## src/rtl/sum_latch_pkg.sv

```systemverilog
// Shared types and helpers for the operand-summing UART reporter.
// Holds the serializer state encoding and a constant-friendly ceil(log2).
package sum_latch_pkg;

  typedef enum logic [1:0] {
    StIdle,
    StStart,
    StData,
    StStop
  } tx_state_e;

  // Returns ceil(log2(value)); 0 for value <= 1.
  function automatic int unsigned clog2(input int unsigned value);
    int unsigned res;
    res = 0;
    for (int i = 0; i < 32; i++) begin
      if ((64'd1 << i) < 64'(value)) res = int'(i) + 1;
    end
    return res;
  endfunction

endpackage

```

## src/rtl/uart_tx_byte.sv

```systemverilog
// 8N1 byte serializer. ready is high when idle and in the last stop-bit cycle,
// so a start accepted there chains the next byte with no idle gap.
module uart_tx_byte
  import sum_latch_pkg::*;
#(
  parameter int unsigned CLKS_PER_BIT = 434
) (
  input  logic       clk,
  input  logic       reset_n,
  input  logic       start,
  input  logic [7:0] data,
  output logic       ready,
  output logic       txd
);

  localparam int unsigned CntW = clog2(CLKS_PER_BIT);

  tx_state_e       state_q, state_d;
  logic [CntW-1:0] cnt_q, cnt_d;
  logic [2:0]      bit_q, bit_d;
  logic [7:0]      shreg_q, shreg_d;
  logic            bit_end;

  assign bit_end = (cnt_q == CntW'(CLKS_PER_BIT - 1));

  always_comb begin
    state_d = state_q;
    cnt_d   = cnt_q;
    bit_d   = bit_q;
    shreg_d = shreg_q;
    ready   = 1'b0;
    txd     = 1'b1;
    unique case (state_q)
      StIdle: begin
        ready = 1'b1;
        if (start) begin
          shreg_d = data;
          cnt_d   = '0;
          state_d = StStart;
        end
      end
      StStart: begin
        txd = 1'b0;
        if (bit_end) begin
          cnt_d   = '0;
          bit_d   = '0;
          state_d = StData;
        end else begin
          cnt_d = cnt_q + CntW'(1);
        end
      end
      StData: begin
        txd = shreg_q[0];
        if (bit_end) begin
          cnt_d   = '0;
          shreg_d = shreg_q >> 1;
          if (bit_q == 3'd7) state_d = StStop;
          else bit_d = bit_q + 3'd1;
        end else begin
          cnt_d = cnt_q + CntW'(1);
        end
      end
      StStop: begin
        if (bit_end) begin
          ready = 1'b1;
          cnt_d = '0;
          if (start) begin
            shreg_d = data;
            state_d = StStart;
          end else begin
            state_d = StIdle;
          end
        end else begin
          cnt_d = cnt_q + CntW'(1);
        end
      end
      default: state_d = StIdle;
    endcase
  end

  always_ff @(posedge clk) begin
    if (!reset_n) begin
      state_q <= StIdle;
      cnt_q   <= '0;
      bit_q   <= '0;
      shreg_q <= '0;
    end else begin
      state_q <= state_d;
      cnt_q   <= cnt_d;
      bit_q   <= bit_d;
      shreg_q <= shreg_d;
    end
  end

endmodule

```

## src/rtl/sum_latch_uart_n.sv

```systemverilog
// Latches operands on asynchronous save strobes, sums (or differences) them once
// every slot is fresh, and reports the snapshot over UART, LSB byte first.
module sum_latch_uart_n
  import sum_latch_pkg::*;
#(
  parameter int unsigned DATA_W       = 4,
  parameter int unsigned NUM_OPS      = 2,
  parameter int unsigned CLKS_PER_BIT = 434
) (
  input  logic               clk,
  input  logic               reset_n,
  input  logic [DATA_W-1:0]  data_input,
  input  logic [NUM_OPS-1:0] save_n,
  input  logic               mode,
  output logic               uart_txd,
  output logic               uart_tx_busy,
  output logic [NUM_OPS-1:0] ops_valid
);

  localparam int unsigned RES_W  = DATA_W + clog2(NUM_OPS);
  localparam int unsigned NBYTES = (RES_W + 7) / 8;
  localparam int unsigned PadW   = NBYTES * 8;
  localparam int unsigned IdxW   = clog2(NBYTES + 1);

  logic [NUM_OPS-1:0] save_s1_q, save_s1_d, save_s2_q, save_s2_d;
  logic [NUM_OPS-1:0] save_prev_q, save_prev_d, armed_q, armed_d;
  logic               live_q, live_d;
  logic [DATA_W-1:0]  data_s1_q, data_s1_d, data_s2_q, data_s2_d;
  logic [DATA_W-1:0]  ops_q [NUM_OPS];
  logic [DATA_W-1:0]  ops_d [NUM_OPS];
  logic [NUM_OPS-1:0] valid_q, valid_d;
  logic [RES_W-1:0]   snap_q, snap_d;
  logic               busy_q, busy_d;
  logic [IdxW-1:0]    idx_q, idx_d;

  logic [NUM_OPS-1:0] save_evt;
  logic [RES_W-1:0]   result;
  logic [PadW-1:0]    snap_pad;
  logic               launch, tx_start, tx_ready;
  logic [7:0]         tx_data;

  // A slot only arms after a genuine high sample, so a strobe held low across
  // reset release cannot masquerade as a falling edge.
  assign save_evt = armed_q & save_prev_q & ~save_s2_q;
  assign launch   = (&valid_q) & ~busy_q;
  assign snap_pad = PadW'(snap_q);

  always_comb begin
    result = '0;
    for (int i = 0; i < int'(NUM_OPS); i++) begin
      if (mode && i != 0) result = result - RES_W'(ops_q[i]);
      else result = result + RES_W'(ops_q[i]);
    end
  end

  always_comb begin
    save_s1_d   = save_n;
    save_s2_d   = save_s1_q;
    save_prev_d = save_s2_q;
    live_d      = 1'b1;
    armed_d     = armed_q | (save_s1_q & {NUM_OPS{live_q}});
    data_s1_d   = data_input;
    data_s2_d   = data_s1_q;

    ops_d = ops_q;
    for (int k = 0; k < int'(NUM_OPS); k++) begin
      if (save_evt[k]) ops_d[k] = data_s2_q;
    end
    valid_d = (launch ? '0 : valid_q) | save_evt;
    snap_d  = launch ? result : snap_q;

    busy_d   = busy_q;
    idx_d    = idx_q;
    tx_start = 1'b0;
    tx_data  = 8'h00;
    if (launch) begin
      busy_d   = 1'b1;
      idx_d    = IdxW'(1);
      tx_start = 1'b1;
      tx_data  = 8'(result);
    end else if (busy_q && tx_ready) begin
      if (idx_q == IdxW'(NBYTES)) begin
        busy_d = 1'b0;
      end else begin
        tx_start = 1'b1;
        idx_d    = idx_q + IdxW'(1);
        for (int b = 0; b < int'(NBYTES); b++) begin
          if (idx_q == IdxW'(b)) tx_data = snap_pad[b*8 +: 8];
        end
      end
    end
  end

  always_ff @(posedge clk) begin
    if (!reset_n) begin
      save_s1_q   <= '1;
      save_s2_q   <= '1;
      save_prev_q <= '1;
      armed_q     <= '0;
      live_q      <= 1'b0;
      data_s1_q   <= '1;
      data_s2_q   <= '1;
      for (int k = 0; k < int'(NUM_OPS); k++) ops_q[k] <= '0;
      valid_q     <= '0;
      snap_q      <= '0;
      busy_q      <= 1'b0;
      idx_q       <= '0;
    end else begin
      save_s1_q   <= save_s1_d;
      save_s2_q   <= save_s2_d;
      save_prev_q <= save_prev_d;
      armed_q     <= armed_d;
      live_q      <= live_d;
      data_s1_q   <= data_s1_d;
      data_s2_q   <= data_s2_d;
      ops_q       <= ops_d;
      valid_q     <= valid_d;
      snap_q      <= snap_d;
      busy_q      <= busy_d;
      idx_q       <= idx_d;
    end
  end

  uart_tx_byte #(
    .CLKS_PER_BIT(CLKS_PER_BIT)
  ) u_tx (
    .clk    (clk),
    .reset_n(reset_n),
    .start  (tx_start),
    .data   (tx_data),
    .ready  (tx_ready),
    .txd    (uart_txd)
  );

  assign uart_tx_busy = busy_q;
  assign ops_valid    = valid_q;

endmodule

```

## config.mk

```make
export PLATFORM = sky130hd
export DESIGN_NAME = sum_latch_uart_n
export DESIGN_NICKNAME = d
export VERILOG_FILES = /design/src/rtl/sum_latch_pkg.sv /design/src/rtl/uart_tx_byte.sv /design/src/rtl/sum_latch_uart_n.sv
export SDC_FILE = /design/constraint.sdc
export NUM_CORES = 1
export LEC_CHECK = 0
export CAP_MARGIN = 20
export CORE_MARGIN = 2
export CORE_UTILIZATION = 50
export CTS_BUF_LIST = sky130_fd_sc_hd__clkbuf_4 sky130_fd_sc_hd__clkbuf_8 sky130_fd_sc_hd__clkbuf_16
export CTS_CLUSTER_SIZE = 25
export DETAILED_ROUTE_END_ITERATION = 6
export GPL_ROUTABILITY_DRIVEN = 1
export PLACE_DENSITY = 0.77
export SETUP_SLACK_MARGIN = 0.15
export SYNTH_ARGS = -nofsm -noshare
export SYNTH_HDL_FRONTEND = slang
export SYNTH_SLANG_ARGS = --single-unit
```

## constraint.sdc

```tcl
create_clock -name clk -period 2.06 [get_ports clk]
set_input_delay 0.412 -clock clk [delete_from_list [all_inputs] [get_ports clk]]
set_output_delay 0.412 -clock clk [all_outputs]
set_load 0.02 [all_outputs]
```

==> impl_results.md <==
- Reg2reg start: ops_q[1]$_SDFFE_PN0P_
- Leading area contributor after synthesis: dfxtp_1
- Vias in the first global route: 1,837
- Clock Tree Root: clkbuf_8
- RSZ-0062 raised after global routing: yes
- Maximum vdd drop: 545.0 uV
- CTS max path bufs: 2
- First-pass GRT wire length: 8.197 mm
- Slew at the pin closest to its max-slew limit: 651.9 ps
- Critical Path RT: 2310 ps
- CTS tree: yes
- Setup CP Type: flip-flop to flip-flop
- Hold Crit Start: data_s1_q[1]$_SDFF_PN1_
- Max_slew headroom: 56.38%
- Starting Density: 51.92%
- Crit path cell chain: inv_2, ha_4, mux2_4, fa_2, nand2b_4, a21oi_4, xnor2_2, o21ai_1, a211oi_2
- Worst Path Arrival: 2250 ps
- Sequential element share of the synthesized area: 43.27%
- Crit-path leading delay family: adder cells
- Antenna diode count: 0
- Fin util: 66.07%
- Cts bufs inserted: 5
- Core Footprint: 4723 sq um
- Final Hold Viols: 0
- Setup Total Neg Slack: 0 ps
- Syn Inst Count: 258
- Post-DP HPWL: 3.402 mm
- Most used flip-flop cell after synthesis: dfxtp_1
- Fin crit share: 97.08%
- Hold Crit Class: flip-flop to flip-flop
- Clk sink count: 53
- Most common cell in the netlist: dfxtp_1
- Share of layout cells above drive strength 1: 27.57%
- WL/cell: 13.93 microns
- Crit-path max FO: 2
- IO Pins: 13
- Netlist cell types: 46
- Post-layout min period: 2000 ps
- Fmax achieved: 500.1 MHz
- Clk_lat worst skew: 310 ps
- Register bit total from synthesis: 53
- Async SR Flop Fraction: 0%
- Non-Filler Instances: 368
- Detail Route Antenna Nets: 0
- Setup Skew: 3.450 ps
- Placed insts: 348
- Syn_nets: 283
- Crit path depth: 9
- Area contributors post-synth: dfxtp_1, ha_1, nor2_1
- Hold Crit Depth: 1
- Largest stage delay on the critical path: 350 ps
- Final setup viols: 0
- Syn-to-layout area delta: 27.24%
- Die area: 5481 sq um
- Synth warnings: 0
- Share of the synthesized area in the top cell type: 43.27%
- CP Buf/Inv Count: 1
- Iteration-0 DRC Markers: 135
- Leak Pwr: 1.228 nW
- GRT Util Overall: 19.41%
- Hold Buf Count CTS: 0
- Congestion Overflow GR: 0
- Post-Syn Area: 2452 sq um
- Total Nets Final: 325
- Std cell rows: 25
- WL final: 5.127 mm
- DRC violations left: 0
- Total Power: 2.317 mW
- CTS clk-pin slew, worst paths: 100 ps
- Die height: 74.04 microns
- Initial antenna violation count: 0
- Pin count of the biggest net entering global routing: 18
- Average size of a mapped cell: 9.505 sq um
- 1st-pass router iterations: 4
- EDFF count, synth: 0
- Via count: 1,930
- Die width: 74.04 microns
- Outcome: complete, no violations
- Crit. Startpoint: ops_q[1]$_SDFFE_PN0P_
- Synth cell count leaders: dfxtp_1, nor2_1, nand2b_1
- Input/output buffers: 12
- Reg2Reg Depth: 9
- PD cells: 742.5 nW/um^2
- H-Tree Depth: 2
- MaxCap Viol Count: 0
- Slowest stage cell on the critical path: fa_2
- Routability Congestion: 0.8253
- CP startpoint kind: flip-flop
- Critical path endpoint category: flip-flop
- Filler cells: 363
- Max Transition Viols Final: 0
- Vias per inst: 5.245
## logic make-up after synthesis
logic type | Yosys count | share of synthesized area [%]
mux | 12 | 5.000
buf+inv | 19 | 3.367
fa+ha+maj | 16 | 8.469
xor+xnor | 13 | 4.643
flops | 53 | 43.27
compound gates | 52 | 15.77
simple gates | 93 | 19.49
## routing by layer
| layer | part of all wire [%] | wire, microns | up-vias | track usage, % |
|---|---|---|---|---|
| met1 | 44 | 2263 | 918 | 23.81 |
| met4 | 1.7 | 89 | 0 | 8.081 |
| met2 | 51 | 2608 | 31 | 32.34 |
| met5 | 0 | 0 | - | 0 |
| met3 | 3.2 | 166 | 9 | 5.149 |
| li1 | - | - | 972 | - |
## stage by stage
stage                     hold slack, ps  area [sq um]  setup WS, ps
after CTS                          416.9          2980         36.65
final                              413.2          3120         60.22
after global placement             388.6          2804        -274.3
after global routing               442.9          3120        -23.36
after detailed placement           393.2          2804        -311.6
after floorplan                    386.3          2502         64.81
## registers in the layout (all words and copies together), names as in the netlist, 3 cells and up
signal / count
ops_q: 8
u_tx.cnt_q: 9
snap_q: 5
u_tx.bit_q: 3
data_s2_q: 4
data_s1_q: 4
u_tx.shreg_q: 5
## worst reg2reg max path, cell delays in order, from the launching register on
cell and delay (ps):
dfxtp_2 340, inv_2 40, ha_4 220, mux2_4 270, fa_2 350, nand2b_4 160, a21oi_4 160, xnor2_2 130
o21ai_1 90, a211oi_2 170
## final timing paths
path,slack [ps],to
max,60,u_tx.shreg_q[4]$_SDFFE_PN0P_
min,410,data_s2_q[1]$_SDFF_PN1_
min reg2reg,410,data_s2_q[1]$_SDFF_PN1_
max reg2reg,60,u_tx.shreg_q[4]$_SDFFE_PN0P_
## final cells by class
type | count | area (sq um) | share of cell area [%]
clock buffers | 6 | 82.58 | 2.646
clock inverters | 2 | 17.52 | 0.5613
inverters | 12 | 47.55 | 1.524
multi-input cells | 186 | 1468 | 47.03
flip-flops and latches | 53 | 1069 | 34.24
well taps | 67 | 83.83 | 2.686
repair buffers | 42 | 352.8 | 11.31
## cells in the final DEF (no fill, tap or decap), drive strengths merged, types with 2 or more instances in the layout
cell,synthesis,layout
clkdlybuf4s50,0,10
xnor2,5,5
dfxtp,53,53
nor3,3,3
o21ai,10,10
nand4,3,3
xor2,8,8
ha,15,15
nand3,6,6
a21o,3,3
a31oi,6,6
nand2b,18,18
a21oi,17,17
and2,3,3
nand3b,3,3
a211oi,5,5
inv,11,13
buf,4,31
clkbuf,3,6
mux2,2,2
and3,2,2
nor2,33,33
nand2,17,17
o31ai,3,3
o31a,2,2
mux2i,10,10
o211ai,2,2
## where the power goes
part           total [mW]  switching [mW]  internal [mW]
Combinational       0.586           0.300          0.286
Clock               0.633           0.353          0.279
Sequential           1.10          0.0309           1.07
## what timing repair did
item	CTS	global route
pin swaps	12	11
resized for setup	14	25
endpoints found under the setup margin	19	19
buffers inserted	5	7
No activity file was read; power rests on OpenSTA's default activity.
